===== src/rtl/traffic_pkg.sv =====
// Shared types and default phase durations for the traffic light controller.
package traffic_pkg;

  typedef enum logic [1:0] {
    ST_GREEN  = 2'd0,
    ST_YELLOW = 2'd1,
    ST_ALLRED = 2'd2,
    ST_EMERG  = 2'd3
  } state_t;

  localparam int DEF_GREEN_TICKS  = 5;
  localparam int DEF_YELLOW_TICKS = 2;
  localparam int DEF_ALLRED_TICKS = 1;

  function automatic int max3(input int a, input int b, input int c);
    int m;
    m = (a > b) ? a : b;
    return (m > c) ? m : c;
  endfunction

endpackage


===== src/rtl/phase_timer.sv =====
// Phase duration down-counter: load has priority, decrements on tick, saturates at zero.
// expire flags the tick that consumes the last remaining count.
module phase_timer #(
  parameter int W       = 3,
  parameter int RST_VAL = 0
) (
  input  logic         clk,
  input  logic         rst_n,
  input  logic         load,
  input  logic [W-1:0] load_val,
  input  logic         tick,
  output logic [W-1:0] count,
  output logic         expire
);

  always_ff @(posedge clk) begin
    if (!rst_n) begin
      count <= W'(RST_VAL);
    end else if (load) begin
      count <= load_val;
    end else if (tick && (count != '0)) begin
      count <= count - 1'b1;
    end
  end

  assign expire = tick && (count == W'(1));

endmodule


===== src/rtl/traffic_light_ctrl.sv =====
// Round-robin traffic light sequencer with optional demand skipping and emergency all-red.
//   state     | meaning
//   ST_GREEN  | approach phase_dir green, all others red
//   ST_YELLOW | approach phase_dir yellow, all others red
//   ST_ALLRED | clearance interval, every approach red
//   ST_EMERG  | emergency hold, every approach red while emerg is high
module traffic_light_ctrl
  import traffic_pkg::*;
#(
  parameter int N_DIR        = 2,
  parameter int GREEN_TICKS  = DEF_GREEN_TICKS,
  parameter int YELLOW_TICKS = DEF_YELLOW_TICKS,
  parameter int ALLRED_TICKS = DEF_ALLRED_TICKS,
  parameter int SKIP_EMPTY   = 0
) (
  input  logic                       clk,
  input  logic                       rst_n,
  input  logic                       tick,
  input  logic [N_DIR-1:0]           veh_det,
  input  logic                       emerg,
  output logic [N_DIR-1:0]           g,
  output logic [N_DIR-1:0]           y,
  output logic [N_DIR-1:0]           r,
  output logic [$clog2(N_DIR)-1:0]   phase_dir,
  output logic                       emerg_act
);

  localparam int DW   = $clog2(N_DIR);
  localparam int MAXT = max3(GREEN_TICKS, YELLOW_TICKS, ALLRED_TICKS);
  localparam int CW   = $clog2(MAXT + 1);

  state_t          state, nxt_state;
  logic [DW-1:0]   nxt_dir, rr_dir, sel_dir, nxt_app, idx;
  logic            sel_found, other_dem;
  logic            load, expire, emerg_pend;
  logic [CW-1:0]   load_val, count;
  logic [N_DIR-1:0] g_n, y_n;

  phase_timer #(
    .W       (CW),
    .RST_VAL (GREEN_TICKS)
  ) u_timer (
    .clk      (clk),
    .rst_n    (rst_n),
    .load     (load),
    .load_val (load_val),
    .tick     (tick),
    .count    (count),
    .expire   (expire)
  );

  // Search order starts just after the current approach and ends on it, so the
  // current approach is only re-selected when it is the sole one demanding.
  always_comb begin
    rr_dir    = DW'((int'(phase_dir) + 1) % N_DIR);
    sel_dir   = rr_dir;
    sel_found = 1'b0;
    other_dem = 1'b0;
    idx       = '0;
    for (int k = 1; k <= N_DIR; k++) begin
      idx = DW'((int'(phase_dir) + k) % N_DIR);
      if (veh_det[idx] && !sel_found) begin
        sel_found = 1'b1;
        sel_dir   = idx;
      end
      if (veh_det[idx] && (k < N_DIR)) other_dem = 1'b1;
    end
    nxt_app = (SKIP_EMPTY != 0) ? sel_dir : rr_dir;
  end

  always_comb begin
    nxt_state = state;
    nxt_dir   = phase_dir;
    load      = 1'b0;
    load_val  = CW'(GREEN_TICKS);
    case (state)
      ST_GREEN: begin
        if (emerg) begin
          nxt_state = ST_YELLOW;
          load      = 1'b1;
          load_val  = CW'(YELLOW_TICKS);
        end else if (expire) begin
          load = 1'b1;
          if ((SKIP_EMPTY != 0) && !other_dem) begin
            load_val = CW'(GREEN_TICKS);
          end else begin
            nxt_state = ST_YELLOW;
            load_val  = CW'(YELLOW_TICKS);
          end
        end
      end
      ST_YELLOW: begin
        if (expire) begin
          if (emerg || emerg_pend) begin
            nxt_state = ST_EMERG;
          end else begin
            nxt_state = ST_ALLRED;
            load      = 1'b1;
            load_val  = CW'(ALLRED_TICKS);
          end
        end
      end
      ST_ALLRED: begin
        if (expire) begin
          if (emerg || emerg_pend) begin
            nxt_state = ST_EMERG;
          end else begin
            nxt_state = ST_GREEN;
            nxt_dir   = nxt_app;
            load      = 1'b1;
            load_val  = CW'(GREEN_TICKS);
          end
        end
      end
      ST_EMERG: begin
        if (!emerg) begin
          nxt_state = ST_ALLRED;
          load      = 1'b1;
          load_val  = CW'(ALLRED_TICKS);
        end
      end
      default: begin
        nxt_state = ST_GREEN;
        load      = 1'b1;
      end
    endcase
  end

  always_comb begin
    g_n = '0;
    y_n = '0;
    if (nxt_state == ST_GREEN)  g_n = N_DIR'(1) << nxt_dir;
    if (nxt_state == ST_YELLOW) y_n = N_DIR'(1) << nxt_dir;
  end

  // A short emerg pulse is remembered so the pending yellow/all-red still ends in EMERG.
  always_ff @(posedge clk) begin
    if (!rst_n) begin
      state      <= ST_GREEN;
      phase_dir  <= '0;
      emerg_pend <= 1'b0;
      g          <= N_DIR'(1);
      y          <= '0;
      r          <= ~N_DIR'(1);
      emerg_act  <= 1'b0;
    end else begin
      state      <= nxt_state;
      phase_dir  <= nxt_dir;
      emerg_pend <= (nxt_state == ST_EMERG) ? 1'b0 : (emerg_pend | emerg);
      g          <= g_n;
      y          <= y_n;
      r          <= ~(g_n | y_n);
      emerg_act  <= (nxt_state == ST_EMERG);
    end
  end

endmodule


===== config.mk =====
export PLATFORM = sky130hd
export DESIGN_NAME = traffic_light_ctrl
export DESIGN_NICKNAME = d
export VERILOG_FILES = /design/src/rtl/traffic_pkg.sv /design/src/rtl/phase_timer.sv /design/src/rtl/traffic_light_ctrl.sv
export SDC_FILE = /design/constraint.sdc
export NUM_CORES = 1
export LEC_CHECK = 0
export BUFFER_PORTS_ARGS = -buffer_cell sky130_fd_sc_hd__buf_2
export CORE_UTILIZATION = 57
export DETAILED_ROUTE_END_ITERATION = 16
export PLACE_DENSITY = 0.81
export SYNTH_ARGS = -nofsm -noshare
export SYNTH_HDL_FRONTEND = slang
export SYNTH_SLANG_ARGS = --single-unit
export TNS_END_PERCENT = 5

===== constraint.sdc =====
create_clock -name clk -period 3.35 [get_ports clk]
set_clock_uncertainty 0.15 [all_clocks]
set_input_delay 0.1675 -clock clk [delete_from_list [all_inputs] [get_ports clk]]
set_output_delay 0.1675 -clock clk [all_outputs]
set_load 0.02 [all_outputs]

==> run summary <==
cts bufs inserted = 3
I/O Buffers = 11
first-pass iteration count of the detailed router = 4
#FFs+latches synth = 14
largest net degree at the start of global routing = 11
Synth Area in Simple Gates = 0.257
die height = 39.4 microns
Synth Area in Compound Gates = 0.214
Rows = 13
syn_area_per_cell = 9.27 sq um
mux contribution to synthesized area = 0
Synth cell types = 38
dpl hpwl = 1.09 mm
Total GRT Usage = 0.232
via count = 658
Critical Path RT = 3400 ps
run status = complete, no violations
Final min period = 2040 ps
DR vias/cell = 5.77
layout cells sized above 1 = 0.232
Worst R2R Start = u_timer.count[0]$_SDFFE_PN1P_
number of placed instances, taps included = 109
post-synthesis cell count = 86
final setup vio count = 0
Layout Cells excl Fill = 114
area leader, netlist = dfxtp_1
vias in the first global route = 579
type of origin of the critical path = register
yosys warns = 0
peak supply drop = 0.303 mV
total gr overflow = 0
Setup crit end kind = register
CTS tree = done
diode count = 0
ys flop type = dfxtp_1
post-synth top area share = 0.352
DIE WIDTH = 39.4 microns
setup TNS = 0 ps
Root Driver = clkbuf_4
Setup WS post-layout = 1310 ps
CP max FO = 10
fin crit share = 0.610
synthesized cell area = 797 sq um
leakage power = 0.436 nW
Initial Utilization = 0.612
RSZ-0062 raised after global routing = no
register area share after synthesis = 0.352
xor-xnor portion of the synthesized cell area = 0
Max-slew headroom = 0.652
initial antenna violation count = 0
Hold Path Depth = 4
adder-cell share of the synthesized area = 0.110
area growth from synthesis to layout = 12.6%
final weighted congestion in routability-driven placement = 0.755
max-cap violations = 0
Hold WS = 192 ps
Clock Sinks = 14
Synth area leaders = dfxtp_1 35%, ha_1 11%, inv_1 4.2%
NumNets Final = 113
power per cell area = 423 nW/um^2
asr flop ratio synth = 0
Critical Path Start = u_timer.count[0]$_SDFFE_PN1P_
maximum clock path buffer count = 2
DRC violations left = 0
routed length per instance = 12.5 microns
Hold Vio Cnt, Final = 0
critical path class = register to register
Arrival @ worst endpoint = 2090 ps
FF-to-FF End = y[0]$_SDFF_PN0_
f_max = 489 MHz
post-place setup slack = 1320 ps
Core Area = 1300 sq um
die area = 1550 sq um
Routed Antenna Nets = 0
Post-Syn Nets = 99
# IOs = 14
Skew-Pair Late Insertion Delay = 280 ps
global-route wire length before repair = 2.35 mm
final slew viol count = 0
Hold Path Origin = emerg
R2R depth = 5
Worst Max-Slew Pin Slew = 520 ps
final WL = 1.43 mm
largest family of logic cells by synthesized area = simple AND/OR/NAND/NOR gates
Post-synth EDFFs = 0
H-tree depth = 1
total chip power = 0.379 mW
post-CTS sizing = 0
worst hold path class = input port to register
Clk pin slew, worst setup/hold paths = 80 ps
DRT iter0 DRCs = 15
reg2reg setup slack = 1310 ps
Min-Delay Endpoint = u_timer.count[2]$_SDFFE_PN1P_
fillcell total = 112
[cells in the mapped netlist (all sizes together), types with 2 or more instances]
cell type,number
buf,2
nand2,2
dfxtp,14
nand2b,2
or2,3
a21oi,2
nand3,2
and2,3
o21ai,5
nor3b,3
inv,9
ha,7
a31oi,4
nor2b,2
and4,2
nor2,5
nor3,3
[report_power, final]
part | internal (mW) | switching (mW) | total (mW) | leakage, nW
combinational | 0.0305 | 0.0439 | 0.0744 | 0.300
sequential | 0.177 | 0.00667 | 0.184 | 0.115
clock | 0.0661 | 0.0551 | 0.121 | 0.0210
total | 0.274 | 0.106 | 0.379 | 0.436
[state kept, by name (all words and copies together) (netlist names)]
signal / cells
g: 2
emerg_act: 1
emerg_pend: 1
phase_dir: 1
u_timer.count: 3
r: 2
y: 2
state: 2
[area by class of cell]
class                      instances  area (sq um)  area share
timing repair buffer              12          65.1      0.0725
multi-input combinational         60           463       0.516
sequential                        14           280       0.312
tap                               15          18.8      0.0209
inverter                           9          33.8      0.0377
clock buffer                       4          36.3      0.0404
[per-stage QoR]
| stage | utilization | cell area [sq um] |
|---|---|---|
| floorplan | - | 797 |
| global placement | 0.654 | 851 |
| detailed placement | 0.654 | 851 |
| CTS | 0.689 | 897 |
| global route | 0.689 | 897 |
| finish | 0.689 | 897 |
[cell usage in the layout (no fill, tap or decap), drive strengths merged, types with 2 or more instances in the layout]
cell type and n:
a21oi 2, a31oi 4, and2 3, and4 2, buf 11, clkbuf 4, dfxtp 14, ha 7
inv 9, nand2 2, nand2b 2, nand3 2, nor2 5, nor2b 2, nor3 3, nor3b 3
o21ai 5, or2 3
[per-layer routing]
| layer | share of wire | global-route usage | vias to the layer above |
|---|---|---|---|
| li1 | - | - | 333 |
| met1 | 0.46 | 0.248 | 309 |
| met2 | 0.48 | 0.413 | 14 |
| met3 | 0.046 | 0.0682 | 2 |
| met4 | 0.012 | 0.103 | 0 |
| met5 | 0 | 0 | - |
[what timing repair did]
| action | CTS | global route |
|---|---|---|
| buffers inserted | 0 | 0 |
| endpoints found under the hold margin | 1 | 0 |
| hold buffers | 1 | 0 |
[critical path, stage by stage (launching register included)]
cell	delay [ps]
dfxtp_1	370
ha_1	180
and3b_1	420
o32ai_1	160
o22ai_1	400
nor4b_2	280
[worst max path at each step]
stage / end / slack, ps / depth (start not counted)
after global placement: y[0]$_SDFF_PN0_ / 1400 / 6
final: y[0]$_SDFF_PN0_ / 1310 / 5
after floorplan: emerg_pend$_SDFF_PP0_ / 1600 / 5
after CTS: y[0]$_SDFF_PN0_ / 1310 / 5
after detailed placement: y[0]$_SDFF_PN0_ / 1320 / 6
after global routing: u_timer.count[1]$_SDFFE_PN0P_ / 1220 / 6
[kinds of logic (layout without fill, tap and decap cells)]
group	Yosys count	after routing
flops	14	14
compound gates	22	22
fa+ha+maj	7	7
simple gates	31	31
buf+inv	12	25
No activity file was read; power rests on OpenSTA's default activity.
